[src/rtl/uart_rx_fifo.sv]
// rtl/uart_rx_fifo.sv - UART receive byte buffer: frame-done synchroniser feeding a FWFT FIFO.
// Optional UART_RX_FIFO_CR_DROP_EN: discard 8'h0D bytes at the push point.
module uart_rx_fifo #(
  parameter int DEPTH = 16,
  parameter int AW    = $clog2(DEPTH)
) (
  input  logic          clk,
  input  logic          reset,
  input  logic          rx_done,
  input  logic [7:0]    rx_data,
  input  logic          rd_en,
  output logic [7:0]    rd_data,
  output logic          empty,
  output logic          full,
  output logic [AW:0]   count,
  output logic          overflow
);

  logic          s1, s2, s3, armed;
  logic [1:0]    primed;
  logic          frame_evt, push_req, do_push, do_pop;
  logic [AW-1:0] wr_ptr, rd_ptr;
  logic [AW:0]   count_next;
  logic [7:0]    mem [DEPTH];

  // primed[1] marks that s2 holds a genuinely sampled rx_done, so a level
  // already high across reset release cannot arm the edge detector.
  always_ff @(posedge clk) begin
    if (reset) begin
      s1     <= 1'b0;
      s2     <= 1'b0;
      s3     <= 1'b0;
      armed  <= 1'b0;
      primed <= 2'b00;
    end else begin
      s1     <= rx_done;
      s2     <= s1;
      s3     <= s2;
      primed <= {primed[0], 1'b1};
      if (primed[1] && !s2)
        armed <= 1'b1;
    end
  end

  assign frame_evt = s2 & ~s3 & armed;

`ifdef UART_RX_FIFO_CR_DROP_EN
  assign push_req = frame_evt && (rx_data != 8'h0D);
`else
  assign push_req = frame_evt;
`endif

  assign do_pop     = rd_en & ~empty;
  assign do_push    = push_req & (~full | do_pop);
  assign count_next = count + {{AW{1'b0}}, do_push} - {{AW{1'b0}}, do_pop};

  always_ff @(posedge clk) begin
    if (reset) begin
      wr_ptr   <= '0;
      rd_ptr   <= '0;
      count    <= '0;
      empty    <= 1'b1;
      full     <= 1'b0;
      overflow <= 1'b0;
    end else begin
      if (do_push)
        wr_ptr <= wr_ptr + 1'b1;
      if (do_pop)
        rd_ptr <= rd_ptr + 1'b1;
      count <= count_next;
      empty <= (count_next == '0);
      full  <= (count_next == (AW+1)'(DEPTH));
      if (push_req && full && !do_pop)
        overflow <= 1'b1;
    end
  end

  always_ff @(posedge clk) begin
    if (do_push)
      mem[wr_ptr] <= rx_data;
  end

  assign rd_data = empty ? 8'h00 : mem[rd_ptr];

endmodule

[config.mk]
export PLATFORM = sky130hd
export DESIGN_NAME = uart_rx_fifo
export DESIGN_NICKNAME = d
export VERILOG_FILES = /design/src/rtl/uart_rx_fifo.sv
export SDC_FILE = /design/constraint.sdc
export NUM_CORES = 1
export LEC_CHECK = 0
export ABC_AREA = 1
export ABC_CLOCK_PERIOD_IN_PS = 2800
export BUFFER_PORTS_ARGS = -buffer_cell sky130_fd_sc_hd__buf_2
export CAP_MARGIN = 20
export CORE_MARGIN = 10
export CORE_UTILIZATION = 30
export CTS_BUF_LIST = sky130_fd_sc_hd__clkbuf_8
export DETAILED_ROUTE_END_ITERATION = 6
export SLEW_MARGIN = 20
export SYNTH_ARGS = -nofsm -noshare
export SYNTH_HDL_FRONTEND = slang
export SYNTH_SLANG_ARGS = --single-unit
[constraint.sdc]
create_clock -name clk -period 2.8 [get_ports clk]
set_clock_uncertainty 0.2 [all_clocks]
set_input_delay 0.28 -clock clk [delete_from_list [all_inputs] [get_ports clk]]
set_output_delay 0.28 -clock clk [all_outputs]
set_load 0.01 [all_outputs]
* Word level (Yosys, flattened, before mapping)
Memories as Yosys holds them, arrays and structs flattened. A register that Yosys moved wholly into a read port is not among the register bits. Index checks and enable logic that the tools add are counted.
Operators by class: add/subtract/negate cells 4, equality and inequality tests 1, muxes and demuxes 6, bitwise logic cells 8, reduce and logical (&&, ||, !) cells 6
Operators by type and width (number):
- 4-bit by 1-bit adder with 4-bit output (second input constant) | 2
- 4-bit two-way mux | 2
- 8-bit two-way mux | 1
- 5-bit by 1-bit adder with 5-bit output | 1
- 5-bit == test (second input constant) | 1
- 5-bit zero test | 1
- 5-bit by 1-bit subtractor with 5-bit output | 1
- 1-bit AND | 4
- 1-bit logical AND | 3
- 1-bit two-way mux | 3
- 1-bit NOT | 3
- 1-bit zero test | 2
- 1-bit bitwise OR | 1
Storage, ports and cells: flip-flop bits (word level) 22, RAM bits 128, output and inout port bits 16, logic and storage cells 38, memories kept 1
Memories:
- mem | words 16, bits a word 8, rd ports 1, clocked after memory_dff 1, write ports 1, line 24 | logic [7:0] mem [DEPTH];

* Longest topological paths before layout
Gate-level depths: netlist of run 1.
depth after elaboration 7, mapped depth 14, mapped depth without buffers 14

* Worst setup path before layout of run 1
OpenSTA, ideal clock, no wires.
path kind reg2reg, start point register empty, end point register empty, library setup time 124 ps, data arrival time 2150 ps, data required time 2476 ps, path slack 325 ps, stages on the path, launching flop included 14, buffers on the path 1, clock period less this slack 2475 ps, cells stage by stage dfxtp_1 -> buf_6 -> nor2_8 -> inv_4 -> nand2_4 -> nand2_4 -> ha_1 -> inv_1 -> ha_1 -> inv_1 -> fa_1 -> o21ai_0 -> xnor2_1 -> o21ai_0
Between the ends: longest elaborated chain between the ends 7
Ends and longest elaborated chain:
- start, declared | line 13 | output logic empty,
- start signal, assigned | line 71 | empty <= (count_next == '0);
- 1-bit NOT (*) | line 53 | assign do_pop = rd_en & ~empty;
- 1-bit AND (*) | line 53
- via do_pop | line 21 | logic frame_evt, push_req, do_push, do_pop;
- 1-bit bitwise OR | line 54 | assign do_push = push_req & (~full | do_pop);
- 1-bit AND | line 54
- 5-bit by 1-bit adder with 5-bit output | line 55 | assign count_next = count + {{AW{1'b0}}, do_push} - {{AW{1'b0}}, do_pop};
- 5-bit by 1-bit subtractor with 5-bit output (*) | line 55
- 5-bit zero test (*) | line 71
The timed path passes the listed nets; every way through them passes the cells marked *. A chain may end at the register's enable or synchronous reset.

==> results.cfg, run 1 <==
[status]
outcome = finished, final reports clean

[global_routing]
grt_pass1_wl_mm = 23.6
grt_overflow = 0
grt_pass1_vias = 4315
grt_max_degree = 65
track_usage_pct = 10.6
antenna_found_initial = 0

[synth]
syn-cell-area_um2 = 6600
postSynthCellCount = 646
ys_seq_elements = 154
post_synth.cell_area_avg_um2 = 10.2
yosysSeqAreaShare_pct = 66.1
ys_types = 28
yosysWarnings = 0
synth_nets = 669

[clock_network]
cts_root_buf = clkbuf_8
cts_buffers = 17
cts_setup_buffers = 0
cts_buffer_depth = 2
path_clk_slew_ns = 0.09
h-tree-depth = 4
numClockSinks = 154
cts_tree = done
clk_latency_ns = 0.45

[final_layout]
nets = 712
syn_to_final_growth_pct = 15.1
drive_gt1_share_pct = 12.8
layout_common_cells = nand2_1, edfxtp_1, inv_1, nand3_1, nor2_1
final_util_pct = 34.9
final_common_cell = nand2_1
antenna_cells = 0
fillCellCount = 2198

[floorplanning]
fp.dieH_um = 168
initial_core_util_pct = 30.3
boundaryPins = 28
die_area_um2 = 28300
die_w_um = 168
core-area_um2 = 21800
rows = 54

[worst_setup_path]
endpoint_kind = output port
ff2ff_setup_slack_ns = 0.30
crit_path_start_kind = flip-flop
worst_ep_required_time_ns = 2.32
cp.arrival_ns = 2.12
crit_type = reg2out
cp_max_fo = 47

[detailed_routing]
drc_errors = 0
post_drt_via_cell_ratio = 4.44
wl_per_cell_um = 14.9
initialDrtViolationCount = 388
vias = 4356
firstDrtPassIters = 5
routed_wl_mm = 14.7
drtAntennaViolNets = 0

[flow_run]
maxCapViolCount = 0

[sta]
worst_slew_pin_slew_ns = 0.691
hold_viol = 0
rsz0062_at_grt = false
setup_violations = 0
max_freq_mhz = 385
min_period_over_period_pct = 92.8
tns_ns = 0
period_minus_slack_ns = 2.60
max_slew_margin_pct = 53.7
slew_violations = 0

[pwr]
peakVddDrop_mv = 0.363
power_mw = 5.51
power_density_nw_per_um2 = 725
p_leak_nw = 3.15

[place]
hpwl_mm = 9.53
io_buffers = 27
gp_congestion = 0.865

[worst_hold_path]
hold_class = in2reg
-- logic make-up (layout without fill, tap and decap cells) --
logic type                 count (synthesis)  count (layout)  share of synthesized area, %
AOI/OAI and AO/OA                         26              26                          2.05
xor gates and xnor gates                   4               4                         0.531
adders and majority gates                 11              11                          2.20
buffers and inverters                    119             175                          7.89
DFF                                      154             154                          66.1
and+or+nand+nor                          332             332                          21.2
-- per-layer routing --
| metal | vias to the layer above | part of all wire [%] | GRT usage [%] |
|---|---|---|---|
| li1 | 2179 | - | - |
| met5 | - | 0 | 0 |
| met3 | 11 | 5.8 | 3.12 |
| met2 | 118 | 46 | 16.7 |
| met1 | 2048 | 47 | 14.0 |
| met4 | 0 | 0.74 | 2.50 |
-- where the power goes --
group	internal [mW]	total [mW]	switching (mW)	leakage, nW
logic	0.330	0.966	0.636	1.55
registers	2.53	2.58	0.0513	1.36
clock network	1.08	1.96	0.877	0.235
total	3.94	5.51	1.56	3.15
-- Yosys cell counts --
cell type | number | area share (%)
nand2_1 | 212 | 12
edfxtp_1 | 128 | 58
inv_1 | 88 | 5.0
nand3_1 | 84 | 6.4
nor2_1 | 29 | 1.6
dfxtp_1 | 26 | 7.9
a21oi_1 | 18 | 1.4
buf_2 | 16 | 1.2
ha_1 | 10 | 1.9
buf_6 | 6 | 1.0
o21ai_0 | 6 | 0.46
buf_1 | 2 | 0.11
inv_2 | 2 | 0.11
inv_4 | 2 | 0.19
nand2_4 | 2 | 0.34
xnor2_1 | 2 | 0.27
xor2_1 | 2 | 0.27
a21oi_2 | 1 | 0.13
a31oi_1 | 1 | 0.095
buf_4 | 1 | 0.11
clkbuf_1 | 1 | 0.057
clkinv_1 | 1 | 0.057
fa_1 | 1 | 0.30
nand3_2 | 1 | 0.15
nand4_1 | 1 | 0.095
nor2_8 | 1 | 0.30
nor3_1 | 1 | 0.076
nor3_2 | 1 | 0.15
-- area by class of cell --
type | instances | area [um2] | area share, %
multi-input combinational | 373 | 1710 | 22.6
clock inverter | 15 | 234 | 3.08
timing repair buffer | 50 | 340 | 4.48
tap | 280 | 350 | 4.61
inverter | 93 | 358 | 4.71
sequential | 154 | 4370 | 57.5
clock buffer | 17 | 234 | 3.08
-- state kept, by name (all words and copies together), names as in the netlist, named ones only --
name / cells
mem: 128
overflow: 1
full: 1
wr_ptr: 4
armed: 1
s2: 1
s1: 1
count: 5
rd_ptr: 4
s3: 1
primed: 2
empty: 1
-- worst paths after layout --
path,startpoint,end,cells past startpoint
max,flip-flop,rd_data[0],9
min,rx_data[7],mem[4][7],1
max reg2reg,armed,full,12
min reg2reg,primed[0],primed[1],2
-- what timing repair did --
item                                    4_1_cts  5_1_grt
hold endpoints to repair                     12        0
hold buffers                                  3        0
endpoints found under the setup margin        0        8
gates resized for setup                       0        3
-- worst max-delay path, stage by stage, from the launching register on --
cell	delay, ns
dfxtp_2	0.35
inv_4	0.18
buf_12	0.27
nand2_1	0.08
nand2_1	0.08
nand2_1	0.05
nand3_1	0.13
nand3_1	0.10
a21oi_1	0.23
buf_2	0.18
-- through the flow --
stage	hold slack [ns]	worst slack [ns]	cells	instance area, um2
floorplan	0.149	0.325	646	6600
global placement	0.190	0.280	947	7090
detailed placement	0.196	0.245	947	7090
CTS	0.0329	0.0780	982	7590
global route	0.0293	0.0149	982	7600
finish	0.0641	0.201	982	7600
Note: power is estimated with default switching activity, not from simulation.
==> run 2: changes to the inputs <==
--- a/config.mk
+++ b/config.mk
@@ -6,12 +6,13 @@
 export NUM_CORES = 1
 export LEC_CHECK = 0
 export ABC_AREA = 1
-export ABC_CLOCK_PERIOD_IN_PS = 2800
+export ABC_CLOCK_PERIOD_IN_PS = 3270
 export BUFFER_PORTS_ARGS = -buffer_cell sky130_fd_sc_hd__buf_2
 export CAP_MARGIN = 20
 export CORE_MARGIN = 10
 export CORE_UTILIZATION = 30
 export CTS_BUF_LIST = sky130_fd_sc_hd__clkbuf_8
+export CTS_CLUSTER_DIAMETER = 50
 export DETAILED_ROUTE_END_ITERATION = 6
 export SLEW_MARGIN = 20
 export SYNTH_ARGS = -nofsm -noshare
==> constraint.sdc (replaced) <==
create_clock -name clk -period 3.27 [get_ports clk]
set_clock_uncertainty 0.2 [all_clocks]
set_input_delay 0.327 -clock clk [delete_from_list [all_inputs] [get_ports clk]]
set_output_delay 0.327 -clock clk [all_outputs]
set_load 0.01 [all_outputs]
==> run 2 against run 1 <==
Setup slack improved by 0.22 ns. First-iteration DRC count fell by 4.9%. Critical path depth fell by 2. Core utilization fell by 0.61 points. Die area did not move. Wire length rose by 1.4%. Critical endpoint is now rd_data[4]. Sequential share of layout area rose by 1.0 points. Hold slack improved by 0.0088 ns.
==> results.cfg, run 2 (same netlist as run 1, synthesis figures left out) <==
[final_layout]
nets = 700
top_regs = mem (128), count (5)
syn_to_final_growth_pct = 13.1
largest_register = mem
largest_reg_flops = 128
final_common_cell = nand2_1
drive_gt1_share_pct = 10.6
antenna_cells = 0
layout_common_cells = nand2_1, edfxtp_1, inv_1, nand3_1, nor2_1
final_util_pct = 34.3

[global_routing]
gr-usage-met1_pct = 14.5
grt_pass1_vias = 4212
antenna_found_initial = 0
use_met2_pct = 15.7
grt_max_degree = 65
busiest_layer = met2
track_usage_pct = 10.7
grt_overflow = 0
grt_pass1_wl_mm = 23.5
grt_use_met3_pct = 3.21

[sta]
slew_violations = 0
tns_ns = 0
min_period_over_period_pct = 87.2
setup_violations = 0
period_minus_slack_ns = 2.85
max_slew_margin_pct = 46.8
hold_viol = 0
rsz0062_at_grt = false
max_freq_mhz = 351
worst_slew_pin_slew_ns = 0.796

[clock_network]
path_clk_slew_ns = 0.09
cts_tree = done
cts_buffers = 17
cts_buffer_depth = 2
numClockSinks = 154
cts_resized = 0
cts_root_buf = clkbuf_8
clk_latency_ns = 0.46
h-tree-depth = 4

[place]
io_buffers = 27
gp_congestion = 0.779
hpwl_mm = 9.26

[floorplanning]
initial_core_util_pct = 30.3
rows = 54
die_w_um = 168
die_area_um2 = 28300
core-area_um2 = 21800
fp.dieH_um = 168
boundaryPins = 28

[detailed_routing]
post_drt_via_cell_ratio = 4.48
firstDrtPassIters = 4
initialDrtViolationCount = 369
vias = 4349
routed_wl_mm = 14.9
drtAntennaViolNets = 0
drc_errors = 0
wl_per_cell_um = 15.3

[worst_setup_path]
crit_type = reg2out
endpoint_kind = output port
worst_ep_required_time_ns = 2.74
ff2ff_setup_slack_ns = 0.74
cp.arrival_ns = 2.32
crit_path_start_kind = flip-flop
cp_max_fo = 32

[flow_run]
maxCapViolCount = 0

[pwr]
p_leak_nw = 3.07
power_density_nw_per_um2 = 621
peakVddDrop_mv = 0.412

[status]
outcome = finished, final reports clean

[worst_hold_path]
hold_class = in2reg
==> run 2: cell types whose count changed in the layout (fill, tap and decap cells not counted), sizes merged <==
cell,change
clkinvlp,+1
clkinv,+2
buf,-12
inv,-3
==> run 2: final timing paths <==
kind                    from  cells past startpoint    endpoint
setup / recovery   flip-flop                      7  rd_data[4]
hold / removal    rx_data[7]                      1  mem[15][7]
setup reg to reg       armed                     12       empty
hold reg to reg    primed[0]                      2   primed[1]
==> run 2: through the flow <==
stage / instances / setup WS, ns / hold slack [ns] / power [mW] / area (um2)
6_report: 970 / 0.420 / 0.0729 / 4.64 / 7460
5_1_grt: 970 / 0.288 / 0.0722 / 4.87 / 7460
3_5_place_dp: 935 / 0.623 / 0.192 / 3.08 / 6990
2_1_floorplan: 646 / 0.795 / 0.188 / 2.83 / 6600
4_1_cts: 970 / 0.416 / 0.0465 / 4.67 / 7460
3_3_place_gp: 935 / 0.687 / 0.193 / 3.08 / 6990
==> run 2: worst max-delay path, stage by stage (launching register included) <==
cell     delay (ns)
dfxtp_1        0.34
buf_4          0.20
inv_2          0.49
nand3_1        0.15
nand3_1        0.12
nand3_1        0.11
a21oi_1        0.25
buf_2          0.18
==> run 2: layer usage <==
metal	part of all wire, %	vias up
met1	48	2072
met4	1.2	0
met2	46	108
li1	-	2152
met5	0	-
met3	5.0	17
==> run 2: layout make-up <==
type                            count  area (um2)
Multi-Input combinational cell    373        1710
Sequential cell                   154        4370
Clock buffer                       17         234
Fill cell                        2206       14300
Inverter                           93         354
Tap cell                          280         350
Clock inverter                     15         208
Timing Repair Buffer               38         238
==> run 2: what timing repair did <==
| item | in CTS | in global routing |
|---|---|---|
| hold buffers | 3 | 0 |
| buffers inserted | 0 | 0 |
| endpoints found under the hold margin | 11 | 0 |
==> run 2: power breakdown <==
part           internal, mW  switching, mW  leakage [nW]
clock network         0.895          0.703         0.221
logic                 0.279          0.539          1.48
registers              2.17         0.0542          1.36
total                  3.34           1.30          3.07
